$ cat src/rtl/ctrl_pkg.sv
// Main-control package: opcode/funct codes, control bundle type, decoder.
package ctrl_pkg;

  localparam logic [5:0] OP_RTYPE = 6'b000000;
  localparam logic [5:0] OP_LW    = 6'b100011;
  localparam logic [5:0] OP_SW    = 6'b101011;
  localparam logic [5:0] OP_BEQ   = 6'b000100;
  localparam logic [5:0] OP_BNE   = 6'b000101;
  localparam logic [5:0] OP_ADDI  = 6'b001000;
  localparam logic [5:0] OP_J     = 6'b000010;
  localparam logic [5:0] OP_LB    = 6'b100000;
  localparam logic [5:0] OP_JAL   = 6'b000011;

  localparam logic [5:0] FN_MULT  = 6'b011000;
  localparam logic [5:0] FN_MULTU = 6'b011001;
  localparam logic [5:0] FN_DIV   = 6'b011010;
  localparam logic [5:0] FN_DIVU  = 6'b011011;
  localparam logic [5:0] FN_MFHI  = 6'b010000;
  localparam logic [5:0] FN_MFLO  = 6'b010010;

  typedef struct packed {
    logic       regwrite;
    logic [1:0] regdst;
    logic       alusrc;
    logic       branch;
    logic       bne;
    logic       memwrite;
    logic       memtoreg;
    logic       jump;
    logic       jal;
    logic       lb;
    logic       multordiv;
    logic       hlwrite;
    logic [1:0] aluop;
  } ctrl_t;

  localparam ctrl_t CTRL_NOP = '0;

  typedef struct packed {
    logic  illegal;
    ctrl_t ctrl;
  } dec_t;

  typedef enum logic {MD_IDLE, MD_BUSY} md_state_t;

  // Main decoder; unknown opcodes give a clean all-zero bundle plus illegal.
  function automatic dec_t decode(input logic [5:0] op, input logic [5:0] funct);
    dec_t d;
    d = '0;
    case (op)
      OP_RTYPE: begin
        d.ctrl.regwrite = 1'b1;
        d.ctrl.regdst   = 2'b01;
        d.ctrl.aluop    = 2'b10;
        case (funct)
          FN_MULT, FN_MULTU: begin
            d.ctrl.regwrite  = 1'b0;
            d.ctrl.hlwrite   = 1'b1;
            d.ctrl.multordiv = 1'b0;
          end
          FN_DIV, FN_DIVU: begin
            d.ctrl.regwrite  = 1'b0;
            d.ctrl.hlwrite   = 1'b1;
            d.ctrl.multordiv = 1'b1;
          end
          default: ;
        endcase
      end
      OP_LW: begin
        d.ctrl.regwrite = 1'b1;
        d.ctrl.alusrc   = 1'b1;
        d.ctrl.memtoreg = 1'b1;
      end
      OP_SW: begin
        d.ctrl.alusrc   = 1'b1;
        d.ctrl.memwrite = 1'b1;
      end
      OP_BEQ: begin
        d.ctrl.branch = 1'b1;
        d.ctrl.aluop  = 2'b01;
      end
      OP_BNE: begin
        d.ctrl.bne   = 1'b1;
        d.ctrl.aluop = 2'b01;
      end
      OP_ADDI: begin
        d.ctrl.regwrite = 1'b1;
        d.ctrl.alusrc   = 1'b1;
      end
      OP_J: d.ctrl.jump = 1'b1;
      OP_LB: begin
        d.ctrl.regwrite = 1'b1;
        d.ctrl.alusrc   = 1'b1;
        d.ctrl.memtoreg = 1'b1;
        d.ctrl.lb       = 1'b1;
      end
      OP_JAL: begin
        d.ctrl.regwrite = 1'b1;
        d.ctrl.regdst   = 2'b10;
        d.ctrl.jump     = 1'b1;
        d.ctrl.jal      = 1'b1;
      end
      default: d.illegal = 1'b1;
    endcase
    return d;
  endfunction

  // True for instructions that touch HI/LO (writers and readers).
  function automatic logic is_hilo_op(input logic [5:0] op, input logic [5:0] funct);
    return (op == OP_RTYPE) &&
           (funct == FN_MULT || funct == FN_MULTU || funct == FN_DIV ||
            funct == FN_DIVU || funct == FN_MFHI  || funct == FN_MFLO);
  endfunction

endpackage

$ cat src/rtl/md_seq.sv
// Multiply/divide sequencer: counts the unit latency after a start and
// pulses md_done in the last busy cycle.
module md_seq
  import ctrl_pkg::*;
#(
  parameter int MULT_LAT = 4,
  parameter int DIV_LAT  = 32
) (
  input  logic clk,
  input  logic reset,
  input  logic start,
  input  logic multordiv,
  output logic md_busy,
  output logic md_done
);

  localparam int MAX_LAT = (MULT_LAT > DIV_LAT) ? MULT_LAT : DIV_LAT;
  // Width never collapses to zero when both latencies are 1.
  localparam int CNT_W   = (MAX_LAT > 1) ? $clog2(MAX_LAT) : 1;
  localparam logic [CNT_W-1:0] MULT_LD = CNT_W'(MULT_LAT - 1);
  localparam logic [CNT_W-1:0] DIV_LD  = CNT_W'(DIV_LAT - 1);

  md_state_t        state, state_nx;
  logic [CNT_W-1:0] cnt, cnt_nx;
  logic [CNT_W-1:0] ld_val;

  assign ld_val = multordiv ? DIV_LD : MULT_LD;

  // State and counter registers.
  always_ff @(posedge clk) begin
    if (reset) begin
      state <= MD_IDLE;
      cnt   <= '0;
    end else begin
      state <= state_nx;
      cnt   <= cnt_nx;
    end
  end

  // Next state; a start in the done cycle reloads back-to-back.
  always_comb begin
    state_nx = state;
    cnt_nx   = cnt;
    md_busy  = (state == MD_BUSY);
    md_done  = 1'b0;
    case (state)
      MD_IDLE: begin
        if (start) begin
          state_nx = MD_BUSY;
          cnt_nx   = ld_val;
        end
      end
      MD_BUSY: begin
        if (cnt == '0) begin
          md_done = 1'b1;
          if (start) begin
            cnt_nx = ld_val;
          end else begin
            state_nx = MD_IDLE;
          end
        end else begin
          cnt_nx = cnt - 1'b1;
        end
      end
      default: state_nx = MD_IDLE;
    endcase
  end

endmodule

$ cat src/rtl/pipe_ctrl_unit.sv
// Pipelined main control: ID decode, ID/EX control register with
// stall/flush, and HI/LO hazard stall against the mult/div sequencer.
module pipe_ctrl_unit
  import ctrl_pkg::*;
#(
  parameter int MULT_LAT = 4,
  parameter int DIV_LAT  = 32
) (
  input  logic       clk,
  input  logic       reset,
  input  logic       instr_valid_d,
  input  logic [5:0] op_d,
  input  logic [5:0] funct_d,
  input  logic       stall_e,
  input  logic       flush_e,
  output logic       stall_d,
  output logic       valid_e,
  output logic       illegal_e,
  output logic       regwrite_e,
  output logic       alusrc_e,
  output logic       branch_e,
  output logic       bne_e,
  output logic       memwrite_e,
  output logic       memtoreg_e,
  output logic       jump_e,
  output logic       jal_e,
  output logic       lb_e,
  output logic       multordiv_e,
  output logic       hlwrite_e,
  output logic [1:0] regdst_e,
  output logic [1:0] aluop_e,
  output logic       md_busy,
  output logic       md_done
);

  dec_t  dec_d;
  ctrl_t ctrl_e;
  logic  accept;
  logic  md_start;

  // ID-stage decode and hazard detection.
  always_comb begin
    dec_d   = decode(op_d, funct_d);
    stall_d = md_busy & ~md_done & instr_valid_d & is_hilo_op(op_d, funct_d);
  end

  assign accept   = ~flush_e & ~stall_e & ~stall_d & instr_valid_d;
  assign md_start = accept & dec_d.ctrl.hlwrite;

  // ID/EX control register: reset, flush, hold, hazard bubble, load, bubble.
  always_ff @(posedge clk) begin
    if (reset) begin
      ctrl_e    <= CTRL_NOP;
      valid_e   <= 1'b0;
      illegal_e <= 1'b0;
    end else if (flush_e) begin
      ctrl_e    <= CTRL_NOP;
      valid_e   <= 1'b0;
      illegal_e <= 1'b0;
    end else if (stall_e) begin
      ctrl_e    <= ctrl_e;
      valid_e   <= valid_e;
      illegal_e <= illegal_e;
    end else if (accept) begin
      ctrl_e    <= dec_d.ctrl;
      valid_e   <= 1'b1;
      illegal_e <= dec_d.illegal;
    end else begin
      ctrl_e    <= CTRL_NOP;
      valid_e   <= 1'b0;
      illegal_e <= 1'b0;
    end
  end

  assign regwrite_e  = ctrl_e.regwrite;
  assign regdst_e    = ctrl_e.regdst;
  assign alusrc_e    = ctrl_e.alusrc;
  assign branch_e    = ctrl_e.branch;
  assign bne_e       = ctrl_e.bne;
  assign memwrite_e  = ctrl_e.memwrite;
  assign memtoreg_e  = ctrl_e.memtoreg;
  assign jump_e      = ctrl_e.jump;
  assign jal_e       = ctrl_e.jal;
  assign lb_e        = ctrl_e.lb;
  assign multordiv_e = ctrl_e.multordiv;
  assign hlwrite_e   = ctrl_e.hlwrite;
  assign aluop_e     = ctrl_e.aluop;

  md_seq #(
    .MULT_LAT (MULT_LAT),
    .DIV_LAT  (DIV_LAT)
  ) u_md_seq (
    .clk       (clk),
    .reset     (reset),
    .start     (md_start),
    .multordiv (dec_d.ctrl.multordiv),
    .md_busy   (md_busy),
    .md_done   (md_done)
  );

endmodule

$ cat config.mk
export PLATFORM = sky130hd
export DESIGN_NAME = pipe_ctrl_unit
export DESIGN_NICKNAME = d
export VERILOG_FILES = /design/src/rtl/ctrl_pkg.sv /design/src/rtl/md_seq.sv /design/src/rtl/pipe_ctrl_unit.sv
export SDC_FILE = /design/constraint.sdc
export NUM_CORES = 1
export LEC_CHECK = 0
export ABC_CLOCK_PERIOD_IN_PS = 2300
export BUFFER_PORTS_ARGS = -buffer_cell sky130_fd_sc_hd__clkbuf_2
export CELL_PAD_IN_SITES_DETAIL_PLACEMENT = 0
export CELL_PAD_IN_SITES_GLOBAL_PLACEMENT = 1
export CORE_MARGIN = 1
export CORE_UTILIZATION = 32
export CTS_CLUSTER_DIAMETER = 200
export DETAILED_ROUTE_END_ITERATION = 8
export PLACE_DENSITY_LB_ADDON = 0.1
export SLEW_MARGIN = 15
export SYNTH_ARGS = -nofsm -noshare
export SYNTH_HDL_FRONTEND = slang
export SYNTH_HIERARCHICAL = 1
export SYNTH_SLANG_ARGS = --single-unit
$ cat constraint.sdc
create_clock -name clk -period 2.3 [get_ports clk]
set_clock_uncertainty 0.15 [all_clocks]
set_input_delay 0.115 -clock clk [delete_from_list [all_inputs] [get_ports clk]]
set_output_delay 0.115 -clock clk [all_outputs]
set_load 0.1 [all_outputs]
==> summary.md, run 1 <==
| Metric | Value |
|---|---|
| Mapped Nets | `146` |
| TritonCTS Buffers | `3` |
| Max clock buf depth | `2` |
| DP Wirelength | `2.20 mm` |
| Vias in the first global route | `1025` |
| Synth cell types | `46` |
| All-Layer GR Usage | `16.4%` |
| Setup crit end kind | `flop` |
| Commonest cells in the netlist | `dfxtp_1 (22), nand2_1 (15), nor2_1 (11), o21ai_0 (8)` |
| Placed cells | `210` |
| CP Class | `flop to flop` |
| Avg Cell Area, Syn | `8.88 um^2` |
| Die Ht | `61.6 um` |
| Final core utilization | `48.0%` |
| Final setup viols | `1` |
| Worst min path class | `primary input to flop` |
| Sequential share of the synthesized area | `38.8%` |
| Initial Util | `33.8%` |
| Slowest stage cell, crit path | `or4b_4` |
| Die area | `3790 um^2` |
| Layout Nets | `197` |
| Final WS setup | `-0.00854 ns` |
| Clk Latency, worst-skew pair | `0.32 ns` |
| Synth area leaders | `dfxtp_1 (39%), nand2_1 (5.0%), a32o_1 (4.4%), nor2_1 (3.6%), o21ai_0 (3.5%)` |
| Row count | `21` |
| Maxcap violations | `0` |
| Area leader, netlist | `dfxtp_1` |
| Cell Area, Placed | `1450 um^2` |
| Layout cells sized above 1 | `42.7%` |
| Final GP Congestion | `0.718` |
| Wire length per cell | `13.2 um` |
| CTS Sinks | `22` |
| Synth-to-layout area growth | `42.0%` |
| Root Driver | `clkbuf_4` |
| Max IR drop VDD | `0.201 mV` |
| FF+latch area | `444 um^2` |
| DRC errors left | `0` |
| Synth async-reset ratio | `0%` |
| Post-synth EDFFs | `0` |
| Filler cell count in the final layout | `358` |
| Syn Inst Count | `128` |
| Lkg Pwr | `0.650 nW` |
| Crit path time final | `2.31 ns` |
| I/O Buffers | `36` |
| Worst Setup Start Kind | `flop` |
| Rel. slew slack | `64.3%` |
| Hold Vio Cnt, Final | `0` |
| Failing checks | `setup timing` |
| Area occupied by multi-input gates | `688 um^2` |
| Pre-antenna DRT Iters | `4` |
| Clock-pin slew on the worst setup and hold paths | `0.13 ns` |
| Htree depth | `1` |
| Vias per Instance | `5.13` |
| Slew Limit Fails | `0` |
| Synth Cell Area | `1140 um^2` |
| Routed Antenna Nets | `0` |
| Final Cell Area | `1610 um^2` |
| Final cell count without fillers | `224` |
| CTS tree | `yes` |
| CP peak stage delay | `0.47 ns` |
| Core area | `3360 um^2` |
| RSZ-0062 raised after global routing | `true` |
| Largest net degree at the start of global routing | `15` |
| Die Span X | `61.6 um` |
| Crit path DAT | `2.40 ns` |
| Max frequency | `0.433 GHz` |
| Via Count | `1148` |
| CP dominant cell by count | `nor2_4` |
| CP required | `2.39 ns` |
| Yosys warning count | `6` |
| Flops & latches, synth | `22` |
| Drt total wl | `2.96 mm` |
| # IOs | `37` |
| Top cell type's share of synthesized area | `38.8%` |
| CP max FO | `4` |
| First-pass GRT wire length | `4.54 mm` |
| Most common cell in the netlist | `dfxtp_1` |
| Initial DRC Count | `35` |
| Worst-margin pin slew | `0.534 ns` |
| Power per cell area | `427 nW/um^2` |
| Status | `finished with violations` |
| Antenna Cells | `0` |
| Gr ovfl total | `0` |
| Final Cycle Share | `100%` |
| Synth Flop Type | `dfxtp_1` |
| Initial antenna violation count | `0` |
| CP Cell Sequence | `inv_2, ha_4, or4b_4, nor2_4, and3b_1, nand4_2, o21ai_2, nor2_4, nand2_1, a21o_1, a31oi_1` |
where the power goes:
part	switching (mW)	total [mW]	internal, mW
clock	0.126	0.222	0.0969
combinational	0.0499	0.0838	0.0339
sequential	0.000514	0.382	0.382
cells in the final DEF (no fill, tap or decap), types with 4 or more instances in the layout:
cell / netlist / final
dlygate4sd3_1: 0 / 6
buf_4: 3 / 12
nor2_1: 11 / 8
a21oi_1: 4 / 4
dfxtp_1: 22 / 19
a31oi_1: 5 / 5
clkbuf_2: 2 / 34
a32o_1: 5 / 5
nand2_1: 15 / 15
o21ai_0: 8 / 4
stage by stage:
step	setup slack, ns	power (mW)	TNS [ns]	hold WS [ns]
final	-0.00854	0.689	-0.00854	0.0266
after global routing	-0.0973	0.715	-0.429	0.0520
after CTS	0.00101	0.696	0	0.0234
after detailed placement	-0.166	0.464	-0.414	0.223
after global placement	-0.0397	0.463	-0.0698	0.226
after floorplan	-0.567	0.440	-6.61	0.0300
layer usage:
metal | up-vias | part of all wire [%] | track usage (%)
met2 | 34 | 44 | 24.6
met5 | - | 0 | 0
met1 | 535 | 49 | 22.6
met3 | 4 | 5.0 | 2.73
li1 | 575 | - | -
met4 | 0 | 1.9 | 8.57
cells by family after synthesis:
group | share of synthesized area [%]
and+or+nand+nor | 25.7
AOI/OAI and AO/OA | 27.3
DFF | 38.8
buffers and inverters | 6.39
xor gates and xnor gates | 0.771
adders and majority gates | 1.10
cell type report:
cell class | count | share of cell area (%)
clock buffer | 4 | 2.25
tap | 46 | 3.57
multi-input combinational | 93 | 42.7
timing repair buffer | 55 | 23.0
sequential | 22 | 27.5
inverter | 4 | 0.931
critical path, delay by kind of cell, from the launching register on:
| kind | cells | cell delay, ns |
|---|---|---|
| compound gates | 3 | 0.44 |
| simple gates | 6 | 1.11 |
| fa+ha+maj | 1 | 0.12 |
| buf+inv | 1 | 0.07 |
| flops | 1 | 0.35 |
sequential cells by signal, summed over array words and instances (netlist names):
signal,count
u_md_seq/cnt,5
aluop_e,2
alusrc_e,1
bne_e,1
branch_e,1
hlwrite_e,1
illegal_e,1
jal_e,1
jump_e,1
lb_e,1
memtoreg_e,1
memwrite_e,1
multordiv_e,1
regdst_e,1
regwrite_e,1
u_md_seq/md_busy,1
valid_e,1
repair_timing:
action / in CTS / in global routing
setup endpoints to repair: 5 / 7
hold buffers: 6 / 0
hold endpoints to repair: 12 / 0
setup buffers: 4 / 0
resized for setup: 3 / 4
pin swaps: 4 / 6
path summary, 6_finish.rpt:
| check | startpoint | endpoint | slack [ns] | cells past startpoint |
|---|---|---|---|---|
| max | u_md_seq/cnt[0] | u_md_seq/cnt[3] | -0.009 | 11 |
| min | op_d[2] | illegal_e | 0.03 | 4 |
| max reg2reg | u_md_seq/cnt[0] | u_md_seq/cnt[3] | -0.009 | 11 |
| min reg2reg | illegal_e | illegal_e | 0.30 | 2 |
Note: power is estimated with default switching activity, not from simulation.
==> run 2: changes to the inputs <==
--- a/config.mk
+++ b/config.mk
@@ -13,6 +13,7 @@
 export CORE_UTILIZATION = 32
 export CTS_CLUSTER_DIAMETER = 200
 export DETAILED_ROUTE_END_ITERATION = 8
+export HOLD_SLACK_MARGIN = 0.15
 export PLACE_DENSITY_LB_ADDON = 0.1
 export SLEW_MARGIN = 15
 export SYNTH_ARGS = -nofsm -noshare
==> run 2 against run 1 <==
  * The run still ends with setup timing left
  * Worst hold slack better by 0.13 ns
  * Die area did not move
  * Fmax is 0.25% lower
  * Clock power hardly changed
  * Critical path depth unchanged
  * Sequential share of layout area down 1.5 points
  * Core utilization increased by 2.8 points
  * First-iteration DRC count up 17%
  * Setup slack got worse by 0.0058 ns
  * Cell area increased by 5.9%
  * Largest cell class unchanged
  * Largest power group unchanged
==> summary.md, run 2 (same netlist as run 1, synthesis figures left out) <==
| Metric | Value |
|---|---|
| Core area | `3360 um^2 (unchanged)` |
| Initial Util | `33.8% (unchanged)` |
| CTS tree | `yes` |
| Routed Antenna Nets | `0 (unchanged)` |
| Clock-pin slew on the worst setup and hold paths | `0.13 ns (about the same)` |
| Power per cell area | `409 nW/um^2 (-4.2%)` |
| Die area | `3790 um^2 (unchanged)` |
| Wire length per cell | `13.4 um (+1.3%)` |
| CTS Sinks | `22 (unchanged)` |
| WHS | `0.153 ns (+0.126 ns)` |
| Comb pwr share | `13.4% (+1.2 points)` |
| Filler cell count in the final layout | `353 (-1.4%)` |
| Slew Limit Fails | `0 (unchanged)` |
| Max IR drop VDD | `0.203 mV (+1.0%)` |
| Most common cell after layout, fill and taps aside | `clkbuf_2` |
| Largest net degree at the start of global routing | `15 (unchanged)` |
| Drt total wl | `3.12 mm (+5.4%)` |
| P_sw | `0.179 mW (+1.7%)` |
| Switching share of power | `25.6% (+0.059 points)` |
| CP dominant cell by count | `nor2_4` |
| Commonest cells after routing, fill and taps aside | `clkbuf_2 (34), dfxtp_1 (19), nand2_1 (15)` |
| Final GP Congestion | `0.718 (unchanged)` |
| Overall Power | `0.699 mW (+1.5%)` |
| Initial antenna violation count | `0 (unchanged)` |
| First-pass GRT wire length | `4.70 mm (+3.5%)` |
| Synth-to-layout area growth | `50.3%` |
| Worst min path class | `primary input to flop` |
| Sequential share of power | `54.7% (-0.8 points)` |
| Worst Setup Start Kind | `flop` |
| I/O Buffers | `36 (unchanged)` |
| Crit path DAT | `2.39 ns (about the same)` |
| Max clock buf depth | `2 (unchanged)` |
| Clock share of power | `31.9% (-0.4 points)` |
| Cell Area, Placed | `1450 um^2 (unchanged)` |
| Final Cycle Share | `101% (+0.25 points)` |
| Internal | `0.520 mW (+1.4%)` |
| Final setup viols | `2 (+1)` |
| Rel. slew slack | `64.0% (-0.37 points)` |
| Maxcap violations | `0 (unchanged)` |
| CP max FO | `4 (unchanged)` |
| Worst-margin pin slew | `0.543 ns (+0.00897 ns)` |
| Initial DRC Count | `41 (+17%)` |
| CP required | `2.38 ns (about the same)` |
| DP Wirelength | `2.20 mm (unchanged)` |
| Pre-CTS WS | `-0.166 ns (unchanged)` |
| Die Ht | `61.6 um (unchanged)` |
| CP Class | `flop to flop` |
| Layout Nets | `206 (+4.6%)` |
| Crit path time final | `2.31 ns (+0.00583 ns)` |
| Lkg Pwr | `0.698 nW (+7.3%)` |
| Final setup TNS | `-0.0195 ns (-0.0110 ns)` |
| Layout cells sized above 1 | `41.7% (-0.99 points)` |
| Vias in the first global route | `1064 (+3.8%)` |
| Final WS setup | `-0.0144 ns (-0.00583 ns)` |
| Top reg by flops | `u_md_seq/cnt` |
| Status | `finished with violations` |
| Vias per Instance | `5.21 (+1.7%)` |
| Antenna Cells | `0 (unchanged)` |
| CP Cell Sequence | `inv_2, ha_4, or4b_4, nor2_4, and3b_1, nand4_2, o21ai_2, nor2_4, buf_6, a211oi_2, a311oi_1` |
| TritonCTS Buffers | `3 (unchanged)` |
| Die Span X | `61.6 um (unchanged)` |
| RSZ-0062 raised after global routing | `true` |
| Hold Vio Cnt, Final | `0 (unchanged)` |
| Via Count | `1214 (+5.7%)` |
| Final Cell Area | `1710 um^2 (+5.9%)` |
| Pre-antenna DRT Iters | `4 (unchanged)` |
| Setup crit end kind | `flop` |
| CP peak stage delay | `0.47 ns (about the same)` |
| Root Driver | `clkbuf_4` |
| Htree depth | `1 (unchanged)` |
| All-Layer GR Usage | `17.1% (+0.65 points)` |
| # IOs | `37 (unchanged)` |
| DRC errors left | `0 (unchanged)` |
| Row count | `21 (unchanged)` |
| Max frequency | `0.432 GHz (-0.25%)` |
| Failing checks | `setup timing` |
| Slowest stage cell, crit path | `or4b_4` |
| Max FFs per register | `5 (unchanged)` |
| Gr ovfl total | `0 (unchanged)` |
| Clk Latency, worst-skew pair | `0.32 ns (about the same)` |
==> run 2: repair_timing <==
item	CTS	global route
hold buffers	14	0
endpoints found under the hold margin	17	0
gates resized for setup	3	6
pin swaps	4	4
endpoints found under the setup margin	5	7
setup buffers	4	1
==> run 2: final timing paths <==
check | start | end | slack (ns) | cells past startpoint
min reg2reg | illegal_e | illegal_e | 0.30 | 2
max reg2reg | u_md_seq/cnt[0] | u_md_seq/cnt[1] | -0.01 | 11
min | op_d[1] | illegal_e | 0.15 | 4
max | u_md_seq/cnt[0] | u_md_seq/cnt[1] | -0.01 | 11
==> run 2: critical path: cells and delay by family, from the launching register on <==
family / cells / cell delay (ns)
AOI/OAI and AO/OA: 3 / 0.39
buffers and inverters: 2 / 0.19
adders and majority gates: 1 / 0.12
and+or+nand+nor: 5 / 1.01
DFF: 1 / 0.35
==> run 2: final cells by class <==
| type | count | area (um^2) | share of cell area [%] |
|---|---|---|---|
| clock buffer | 4 | 36.3 | 2.12 |
| sequential | 22 | 444 | 26.0 |
| timing repair buffer | 64 | 462 | 27.0 |
| tap | 46 | 57.6 | 3.37 |
| inverter | 4 | 15.0 | 0.879 |
| multi-input combinational | 93 | 693 | 40.6 |
==> run 2: power by group through the flow <==
stage          combinational, mW  sequential, mW  clock (mW)
2_1_floorplan             0.0425           0.398           0
6_report                  0.0933           0.382       0.223
3_3_place_gp              0.0726           0.391           0
3_5_place_dp              0.0727           0.391           0
4_1_cts                   0.0899           0.382       0.233
5_1_grt                    0.101           0.383       0.241
==> run 2: metal layers <==
layer,GRT usage [%],vias to the layer above,part of all wire [%]
met5,0,-,0
met2,26.1,39,45
li1,-,595,-
met1,23.2,575,48
met4,8.57,0,1.7
met3,2.73,5,5.1
==> run 2: per-stage QoR <==
step,utilization (%),std cells
after floorplan,-,128
after CTS,49.7,232
after global routing,50.8,233
after detailed placement,43.2,210
after global placement,43.2,210
final,50.8,233
==> run 3: changes to the inputs <==
--- a/config.mk
+++ b/config.mk
@@ -9,10 +9,12 @@
 export BUFFER_PORTS_ARGS = -buffer_cell sky130_fd_sc_hd__clkbuf_2
 export CELL_PAD_IN_SITES_DETAIL_PLACEMENT = 0
 export CELL_PAD_IN_SITES_GLOBAL_PLACEMENT = 1
+export CORE_ASPECT_RATIO = 1.2
 export CORE_MARGIN = 1
 export CORE_UTILIZATION = 32
 export CTS_CLUSTER_DIAMETER = 200
 export DETAILED_ROUTE_END_ITERATION = 8
+export GPL_ROUTABILITY_DRIVEN = 0
 export HOLD_SLACK_MARGIN = 0.15
 export PLACE_DENSITY_LB_ADDON = 0.1
 export SLEW_MARGIN = 15
==> run 3 against run 2 <==
  * The flow now finishes without violations
  * Cell count shrank 7.7%
  * Register-to-register slack improved by 0.03 ns
  * Fmax rose by 1.3%
  * Cell area decreased by 4.5%
  * Core utilization shrank 2.3 points
  * Global-route usage shrank 0.65 points
  * Count of clock-buffer cells in the layout down 1
  * Critical path type unchanged
==> summary.md, run 3 (same netlist as run 1, synthesis figures left out) <==
| Metric | Value |
|---|---|
| Die Span X | `56.4 um (-8.4%)` |
| Crit path DAT | `2.30 ns (-0.09 ns)` |
| Max frequency | `0.438 GHz (+1.3%)` |
| First-pass GRT wire length | `4.84 mm (+2.9%)` |
| DRC errors left | `0 (unchanged)` |
| # IOs | `37 (unchanged)` |
| Layout cells sized above 1 | `41.0% (-0.70 points)` |
| CTS tree | `yes` |
| All-Layer GR Usage | `16.4% (-0.65 points)` |
| Final setup TNS | `0 ns (+0.0195 ns)` |
| Setup crit end kind | `flop` |
| Root Driver | `clkbuf_8` |
| Most common cell after layout, fill and taps aside | `clkbuf_2` |
| Top reg by flops | `u_md_seq/cnt` |
| Flop2flop setup slack | `0.02 ns (+0.03 ns)` |
| Via Count | `1158 (-4.6%)` |
| CP required | `2.32 ns (-0.06 ns)` |
| CP Class | `flop to flop` |
| Htree depth | `1 (unchanged)` |
| CTS Sinks | `22 (unchanged)` |
| TritonCTS Buffers | `3 (unchanged)` |
| Commonest cells after routing, fill and taps aside | `clkbuf_2 (34), dfxtp_1 (19), nand2_1 (15)` |
| Layout Nets | `197 (-4.4%)` |
| Max clock buf depth | `2 (unchanged)` |
| RSZ-0062 raised after global routing | `true` |
| Status | `finished, final reports clean` |
| Final core utilization | `48.5% (-2.3 points)` |
| Pre-antenna DRT Iters | `4 (unchanged)` |
| Worst min path class | `primary input to flop` |
| Antenna Cells | `0 (unchanged)` |
| Max IR drop VDD | `0.315 mV (+55%)` |
| DP Wirelength | `2.24 mm (+2.0%)` |
| Row count | `23 (+9.5%)` |
| Power per cell area | `510 nW/um^2 (+25%)` |
| Largest net degree at the start of global routing | `15 (unchanged)` |
| Clock-pin slew on the worst setup and hold paths | `0.09 ns (-0.04 ns)` |
| CP max FO | `4 (unchanged)` |
| Vias in the first global route | `989 (-7.0%)` |
| Wire length per cell | `13.6 um (+1.8%)` |
| Synth-to-layout area growth | `43.6%` |
| Crit path time final | `2.28 ns (-0.0301 ns)` |
| I/O Buffers | `36 (unchanged)` |
| Initial antenna violation count | `0 (unchanged)` |
| Clk Latency, worst-skew pair | `0.26 ns (-0.06 ns)` |
| Worst-margin pin slew | `0.535 ns (-0.00814 ns)` |
| WHS | `0.192 ns (+0.0387 ns)` |
| Initial Util | `33.7% (-0.038 points)` |
| Core area | `3370 um^2 (+0.11%)` |
| Die Ht | `67.3 um (+9.2%)` |
| Worst Setup Start Kind | `flop` |
| Vias per Instance | `5.39 (+3.4%)` |
| Final setup viols | `0 (-2)` |
| Die area | `3790 um^2 (about the same)` |
| Slew Limit Fails | `0 (unchanged)` |
| Initial DRC Count | `4 (-90%)` |
| Hold Vio Cnt, Final | `0 (unchanged)` |
| Routed Antenna Nets | `0 (unchanged)` |
| Rel. slew slack | `64.3% (+0.31 points)` |
| Drt total wl | `2.93 mm (-6.0%)` |
| Maxcap violations | `0 (unchanged)` |
| Gr ovfl total | `0 (unchanged)` |
| Final Cycle Share | `99.3% (-1.3 points)` |
| Lkg Pwr | `0.660 nW (-5.4%)` |
| Max FFs per register | `5 (unchanged)` |
## run 3: cell count changes in the layout (fill, tap and decap cells not counted), moves of 2 or more
cell / previous run / this run
buf_4: 13 / 10
clkbuf_4: 3 / 0
clkbuf_8: 1 / 3
dlygate4sd3_1: 13 / 9
## run 3: power by group
group	leakage (nW)	total [mW]	internal [mW]	switching, mW
sequential	0.179	0.382	0.381	0.000458
combinational	0.446	0.0852	0.0360	0.0493
clock	0.0357	0.366	0.232	0.133
total	0.660	0.833	0.650	0.183
## run 3: metal layers
layer  GRT usage (%)  part of all wire [%]  up-vias  wire length [um]
li1                -                     -      585                 -
met1            19.8                    45      542              1330
met2            29.3                    50       27              1460
met3            2.49                   3.1        4                92
met4            7.01                   1.6        0                46
met5               0                     0        -                 0
## run 3: area by class of cell
| class | instances | area (um^2) |
|---|---|---|
| clock buffers | 3 | 41.3 |
| inverters | 4 | 15.0 |
| fillers | 336 | 1740 |
| well taps | 37 | 46.3 |
| flip-flops and latches | 22 | 444 |
| multi-input cells | 93 | 679 |
| repair buffers | 55 | 375 |
| clock inverters | 1 | 30.0 |
## run 3: metrics by stage
stage / instances / setup WS, ns / instance area (um^2) / total power, mW
after floorplan: 128 / -0.567 / 1180 / 0.440
after global placement: 201 / -0.0455 / 1440 / 0.463
after detailed placement: 201 / -0.122 / 1440 / 0.463
after CTS: 215 / 0.0207 / 1620 / 0.840
after global routing: 215 / -0.0826 / 1630 / 0.867
final: 215 / 0.0158 / 1630 / 0.833
## run 3: critical path: stages, from the launching register on
cell	delay (ns)
dfxtp_2	0.33
inv_2	0.06
ha_4	0.12
or4b_4	0.47
nor2_4	0.12
and3b_1	0.18
nand4_2	0.12
o21ai_2	0.10
nor2_4	0.15
buf_4	0.14
a211oi_1	0.04
a311oi_1	0.20
## run 3: repair_timing
action                                  4_1_cts  5_1_grt
resized for setup                             2        2
buffers inserted                              1        0
endpoints found under the hold margin        14        0
endpoints found under the setup margin        4        9
hold buffers                                  9        0
pin swaps                                     2        1
## run 3: final timing paths
kind | cells after the start | start | end
max reg2reg | 11 | u_md_seq/cnt[0] | u_md_seq/cnt[1]
min | 3 | op_d[5] | aluop_e[0]
min reg2reg | 2 | illegal_e | illegal_e
max | 11 | u_md_seq/cnt[0] | u_md_seq/cnt[1]
